--- src/rtl/resp_golden_pipe.sv ---
// rtl/resp_golden_pipe.sv - two-stage golden adder with out1/valid/index carried alongside
module resp_golden_pipe #(
   parameter int IN_W  = 19,
   parameter int OUT_W = 20,
   parameter int CNT_W = 16
) (
   input  logic             clk,
   input  logic             rst,
   input  logic             vld_i,
   input  logic [IN_W-1:0]  in1_i,
   input  logic [IN_W-1:0]  in2_i,
   input  logic [IN_W-1:0]  in3_i,
   input  logic [OUT_W-1:0] out1_i,
   input  logic [CNT_W-1:0] idx_i,
   output logic             vld_o,
   output logic [OUT_W-1:0] exp_o,
   output logic [OUT_W-1:0] got_o,
   output logic             match_o,
   output logic [CNT_W-1:0] idx_o
);

   logic             s1_vld_q;
   logic [IN_W-1:0]  s1_in1_q, s1_in2_q, s1_in3_q;
   logic [OUT_W-1:0] s1_out1_q;
   logic [CNT_W-1:0] s1_idx_q;
   logic [OUT_W-1:0] sum_d;

   // operands are zero-extended/truncated to OUT_W so the sum wraps mod 2^OUT_W
   assign sum_d = OUT_W'(s1_in1_q) + OUT_W'(s1_in2_q) + OUT_W'(s1_in3_q);

   always_ff @(posedge clk or posedge rst) begin
      if (rst) begin
         s1_vld_q  <= 1'b0;
         s1_in1_q  <= '0;
         s1_in2_q  <= '0;
         s1_in3_q  <= '0;
         s1_out1_q <= '0;
         s1_idx_q  <= '0;
         vld_o     <= 1'b0;
         exp_o     <= '0;
         got_o     <= '0;
         match_o   <= 1'b0;
         idx_o     <= '0;
      end else begin
         s1_vld_q  <= vld_i;
         s1_in1_q  <= in1_i;
         s1_in2_q  <= in2_i;
         s1_in3_q  <= in3_i;
         s1_out1_q <= out1_i;
         s1_idx_q  <= idx_i;
         vld_o     <= s1_vld_q;
         exp_o     <= sum_d;
         got_o     <= s1_out1_q;
         match_o   <= (sum_d == s1_out1_q);
         idx_o     <= s1_idx_q;
      end
   end

endmodule

--- config.mk ---
export PLATFORM = sky130hd
export DESIGN_NAME = resp_golden_pipe
export DESIGN_NICKNAME = d
export VERILOG_FILES = /design/src/rtl/resp_golden_pipe.sv
export SDC_FILE = /design/constraint.sdc
export NUM_CORES = 1
export LEC_CHECK = 0
export BUFFER_PORTS_ARGS = -buffer_cell sky130_fd_sc_hd__buf_4
export CAP_MARGIN = 20
export CORE_UTILIZATION = 50
export CTS_CLUSTER_DIAMETER = 40
export DETAILED_ROUTE_END_ITERATION = 10
export MAX_ROUTING_LAYER = met4
export PLACE_DENSITY_LB_ADDON = 0.3
export SYNTH_ARGS = -nofsm -noshare
export SYNTH_HDL_FRONTEND = slang
export SYNTH_SLANG_ARGS = --single-unit
--- constraint.sdc ---
create_clock -name clk -period 5.4 [get_ports clk]
set_input_delay 0.27 -clock clk [delete_from_list [all_inputs] [get_ports clk]]
set_output_delay 0.27 -clock clk [all_outputs]
set_load 0.1 [all_outputs]
# Word level (Yosys, flattened, before mapping)
# Cells that the tools add are included.
dict set report op_classes {
  addsub 2
  eq_ne 1
}
# operator count
set op_table {}
lappend op_table {{19-bit by 19-bit adder with 20-bit output} 1}
lappend op_table {{20-bit by 19-bit adder with 20-bit output} 1}
lappend op_table {{20-bit equality test} 1}
dict set report word_totals {
  reg_bits 152
  output_inout_bits 58
  in_bits 96
  word_cells 14
}

# Logic depth before layout (Yosys ltp)
dict set report logic_depth {
  depth_word 3
  mapped_depth 13
  ltp_nobuf 13
}

# Worst setup path before layout
# OpenSTA, ideal clock, no wires.
dict set report synth_path {
  kind {reg-to-reg}
  from {register s1_in1_q[1]}
  to {register match_o}
  required_time_ns 5.333
  arrival_time_ns 3.373
  setup_ns 0.067
  stages_incl_launch_ff 14
  slack_ns 1.961
  cell_sequence {dfrtp_1 -> inv_1 -> fa_1 -> inv_1 -> ha_1 -> fa_1 -> a21o_1 -> a221o_1 -> a221oi_2 -> a21oi_1 -> a221o_1 -> xnor2_1 -> a221oi_1 -> and3_1}
}
dict set report synth_between {
  elab_chain_cells 3
}
# item line_no
set synth_rtl {}
lappend synth_rtl {{start, declared} 23} ;# logic [IN_W-1:0] s1_in1_q, s1_in2_q, s1_in3_q;
lappend synth_rtl {{start signal, assigned} 46} ;# s1_in1_q <= in1_i;
lappend synth_rtl {{19-bit by 19-bit adder with 20-bit output} 29} ;# assign sum_d = OUT_W'(s1_in1_q) + OUT_W'(s1_in2_q) + OUT_W'(s1_in3_q);
lappend synth_rtl {{20-bit by 19-bit adder with 20-bit output} 29}
lappend synth_rtl {{20-bit equality test} 54} ;# match_o <= (sum_d == s1_out1_q);
lappend synth_rtl {{end signal, assigned} 54}
lappend synth_rtl {{end, declared} 18} ;# output logic match_o,
# No other way between the ends.

# Final worst setup path
# Ends and elaborated chain as after synthesis.

==> flow_summary.toml <==
[cts]
clkLatencyLatePin_ns = 0.53
clkSinkCount = 152
cts_tree = "yes"
clock_tree.htree_level_count = 4
root_buffer = "sky130_fd_sc_hd__clkbuf_8"
cts_made_buffers = 17
clock_path_buffers = 2
post_cts.resized_instances = 0
clock_transition_at_the_registers_of_the_reported_paths_ns = 0.07

[sta]
fin_ws_ns = 1.611
fin_hold_ws_ns = 0.3457
report.final.hold_viol_count = 0
worst_slew_margin_rel_pct = 36.59
max_slew.worst_pin.slew_ns = 0.9511
skew_ns = 0.01046
clock.fmax_ghz = 0.2640
timing_max_transition_violations_final = 0
sum_of_negative_setup_slack_ns = 0
setup_repair_after_global_routing_missed_its_margin = "false"
period_share_pct = 70.16
setup-violations-final = 0
finalWorstPathRequiredPeriod_ns = 3.789

[worst_setup_path]
cp_endpoint = "match_o"
crit_path_cell_trace = "inv_1 -> fa_1 -> inv_1 -> ha_1 -> fa_1 -> a21o_1 -> a221o_1 -> a221oi_2 -> a21oi_1 -> a221o_1 -> xnor2_1 -> a221oi_1 -> and3_1"
critical_path_end_type = "flip-flop"
worst-path-stages = 13
crit_path_max_fanout = 4
worstSetupStartpointType = "flip-flop"
arrival_ns = 4.25
critical_path_rt_ns = 5.86
criticalPathCategory = "reg2reg"
rr_worst_depth = 13
rr_startpoint = "s1_in1_q[1]"
r2r_end = "match_o"
path_buf_inv = 2
r2r_slack_ns = 1.61
critPathSlowestCell = "sky130_fd_sc_hd__fa_1"
worst_path_dominant_cell_family = "compound AO/OA/AOI/OAI gates"
max_stage_delay_ns = 0.55
startpoint = "s1_in1_q[1]"

[route]
drt-total-wl_um = 12490
wl_per_cell_um = 16.87
vias_per_cell = 4.751
drc = 0
vias = 3516
drt_first_iter_violations = 128
wl_met2_um = 6493
top_sig_layer = "met4"
ant_nets = 0
met3RoutedLength_um = 563
route.layer.met1.wl_um = 4993
first_pass_iters = 6

[synthesis]
yosys.cell_count.top_type = "sky130_fd_sc_hd__dfrtp_1"
yosys_warnings = 0
post_synth.cell_area_avg_sq_um = 16.56
synth_flop_type = "sky130_fd_sc_hd__dfrtp_1"
netlist_instances = 326
cell_area_after_technology_mapping_sq_mm = 0.005400
postSynthNetCount = 460
seq_area_frac_synth_pct = 70.44
async_set_or_reset_flop_fraction_in_the_synthesized_netlist_pct = 100.0
synth_edf_count = 0
yosys-top-cells-area = "sky130_fd_sc_hd__dfrtp_1 70%, sky130_fd_sc_hd__fa_1 7.4%, sky130_fd_sc_hd__ha_1 4.2%"
synth_largest_type_area_fraction_pct = 70.44
synth.cells.most_frequent = "152 x sky130_fd_sc_hd__dfrtp_1, 20 x sky130_fd_sc_hd__fa_1, 20 x sky130_fd_sc_hd__xnor2_1, 18 x sky130_fd_sc_hd__ha_1, 18 x sky130_fd_sc_hd__xor2_1"
synth_area_leader_cell = "sky130_fd_sc_hd__dfrtp_1"
yosysUniqueCellTypes = 41
yosys_register_bits = 152

[placement]
postPlaceCellArea_sq_mm = 0.006719
io_buffers = 153
hpwlAfterDp_um = 7401
gp_congestion = 0.8243
dpl_worst_slack_ns = 1.719

[die]
die_height_um = 105.9
die_outline_area_sq_mm = 0.01122
floorplan.die.width_um = 105.9
starting_density_of_the_core_pct = 51.84
top_level_ports = 154
std_cell_rows = 37
core_sq_mm = 0.01042

[global_route]
grt_pass1_wl_um = 20060
groute.usage.overall_pct = 25.51
grt_pass1_vias = 4076
grt.overflow.total = 0
grt_antenna_before_repair = 0
maximum_number_of_pins_on_one_net_before_global_route_repair = 80

[power]
cellInternalPower_mw = 2.354
reg_power_share_pct = 34.5
share_clk_of_total_power_pct = 31.1
combinationalPowerShare_pct = 34.4
total_leakage_power_nw = 3.879
switching_power_mw = 1.436
vdd.ir_drop.worst_v = 0.0005209
power.density_cell_area_mw_per_mm2 = 458.2
netSwitchingFraction_pct = 37.89

[finish]
n_fill_cell = 563
antennaDiodeCount = 0
postLayoutCoreUtil_pct = 79.41
finish.net_count = 725
share_of_final_layout_standard_cells_stronger_than_drive_strength_1_pct = 31.95
synthToLayoutAreaGrowth_pct = 53.17
final_design_area_no_fill_sq_mm = 0.008272

[worst_hold_path]
worst_hold_startpoint = "s1_idx_q[15]"
hold_path.class = "reg2reg"

[job]
cap_viol_max_count = 0

[status]
run_status = "finished clean"
worst min-delay path by stage:
| stage | cells after the start | to |
|---|---|---|
| final | 0 | idx_o[15] |
| after global routing | 0 | idx_o[15] |
| after CTS | 0 | idx_o[15] |
| after detailed placement | 0 | idx_o[0] |
| after global placement | 0 | idx_o[11] |
| after floorplan | 0 | s1_idx_q[0] |
layout make-up:
type / instances / area (sq um) / area share, %
Tap cell: 136 / 170.2 / 2.057
Multi-Input combinational cell: 165 / 1562 / 18.88
Clock inverter: 14 / 173.9 / 2.103
Timing Repair Buffer: 249 / 2107 / 25.47
Sequential cell: 152 / 3804 / 45.98
Inverter: 6 / 27.53 / 0.3328
Clock buffer: 18 / 427.9 / 5.173
power by group through the flow:
stage / clock [mW] / sequential [mW] / combinational (mW)
after floorplan: 0 / 1.92 / 0.344
after global placement: 0 / 1.32 / 1.22
after detailed placement: 0 / 1.33 / 1.24
after CTS: 1.20 / 1.31 / 1.30
after global routing: 1.25 / 1.32 / 1.36
final: 1.18 / 1.31 / 1.30
worst register-to-register path, cell delays in order, from the launching register on:
cell,delay (ns)
sky130_fd_sc_hd__dfrtp_1,0.34
sky130_fd_sc_hd__inv_1,0.06
sky130_fd_sc_hd__fa_1,0.55
sky130_fd_sc_hd__inv_1,0.05
sky130_fd_sc_hd__ha_1,0.25
sky130_fd_sc_hd__fa_1,0.42
sky130_fd_sc_hd__a21o_1,0.21
sky130_fd_sc_hd__a221o_1,0.36
sky130_fd_sc_hd__a221oi_2,0.32
sky130_fd_sc_hd__a21oi_1,0.16
sky130_fd_sc_hd__a221o_1,0.44
sky130_fd_sc_hd__xnor2_1,0.15
sky130_fd_sc_hd__a221oi_1,0.22
sky130_fd_sc_hd__and3_1,0.19
flip-flops by register name, indices dropped and copies added, names as in the netlist:
name,flops
vld_o,1
s1_in2_q,19
exp_o,20
s1_in3_q,19
s1_out1_q,20
s1_in1_q,19
s1_idx_q,16
idx_o,16
got_o,20
s1_vld_q,1
match_o,1
layer usage:
layer / GRT usage [%] / up-vias
li1: - / 1640
met1: 29.31 / 1721
met2: 41.92 / 122
met3: 5.763 / 33
met4: 13.89 / 0
met5: - / -
cells in the final DEF, fill, tap and decap left out, types with 2 or more instances in the layout:
cell type,instances
sky130_fd_sc_hd__nand2_1,9
sky130_fd_sc_hd__a221o_1,2
sky130_fd_sc_hd__nand4_1,4
sky130_fd_sc_hd__nor3_1,5
sky130_fd_sc_hd__a21oi_1,11
sky130_fd_sc_hd__nand2b_1,3
sky130_fd_sc_hd__bufinv_16,3
sky130_fd_sc_hd__dfrtp_1,152
sky130_fd_sc_hd__o21ai_0,6
sky130_fd_sc_hd__dlygate4sd3_1,95
sky130_fd_sc_hd__inv_6,3
sky130_fd_sc_hd__ha_1,18
sky130_fd_sc_hd__clkbuf_16,16
sky130_fd_sc_hd__a21o_1,6
sky130_fd_sc_hd__o31ai_1,2
sky130_fd_sc_hd__buf_4,154
sky130_fd_sc_hd__clkinv_2,3
sky130_fd_sc_hd__clkinv_4,5
sky130_fd_sc_hd__inv_1,5
sky130_fd_sc_hd__fa_1,20
sky130_fd_sc_hd__xnor2_1,20
sky130_fd_sc_hd__clkbuf_8,2
sky130_fd_sc_hd__a31oi_1,3
sky130_fd_sc_hd__a211oi_1,4
sky130_fd_sc_hd__nor2_1,9
sky130_fd_sc_hd__nor3b_1,3
sky130_fd_sc_hd__and4_1,3
sky130_fd_sc_hd__xor2_1,18
per-stage QoR:
step                instances  power (mW)
floorplan                 326       2.263
global placement          613       2.546
detailed placement        613       2.562
CTS                       740       3.806
global route              740       3.932
finish                    740       3.790
what timing repair did:
action,4_1_cts,5_1_grt
hold buffers,95,0
setup buffers,0,0
endpoints found under the hold margin,167,0
cells by family (layout without fill, tap and decap cells):
logic type	count (synthesis)	in the layout	synth area share (%)
buffers and inverters	9	287	0.6487
AOI/OAI and AO/OA	42	42	5.654
adders and majority gates	38	38	11.58
DFF	152	152	70.44
and+or+nand+nor	45	45	4.565
xor gates and xnor gates	40	40	7.113
Note: power is estimated with default switching activity, not from simulation.
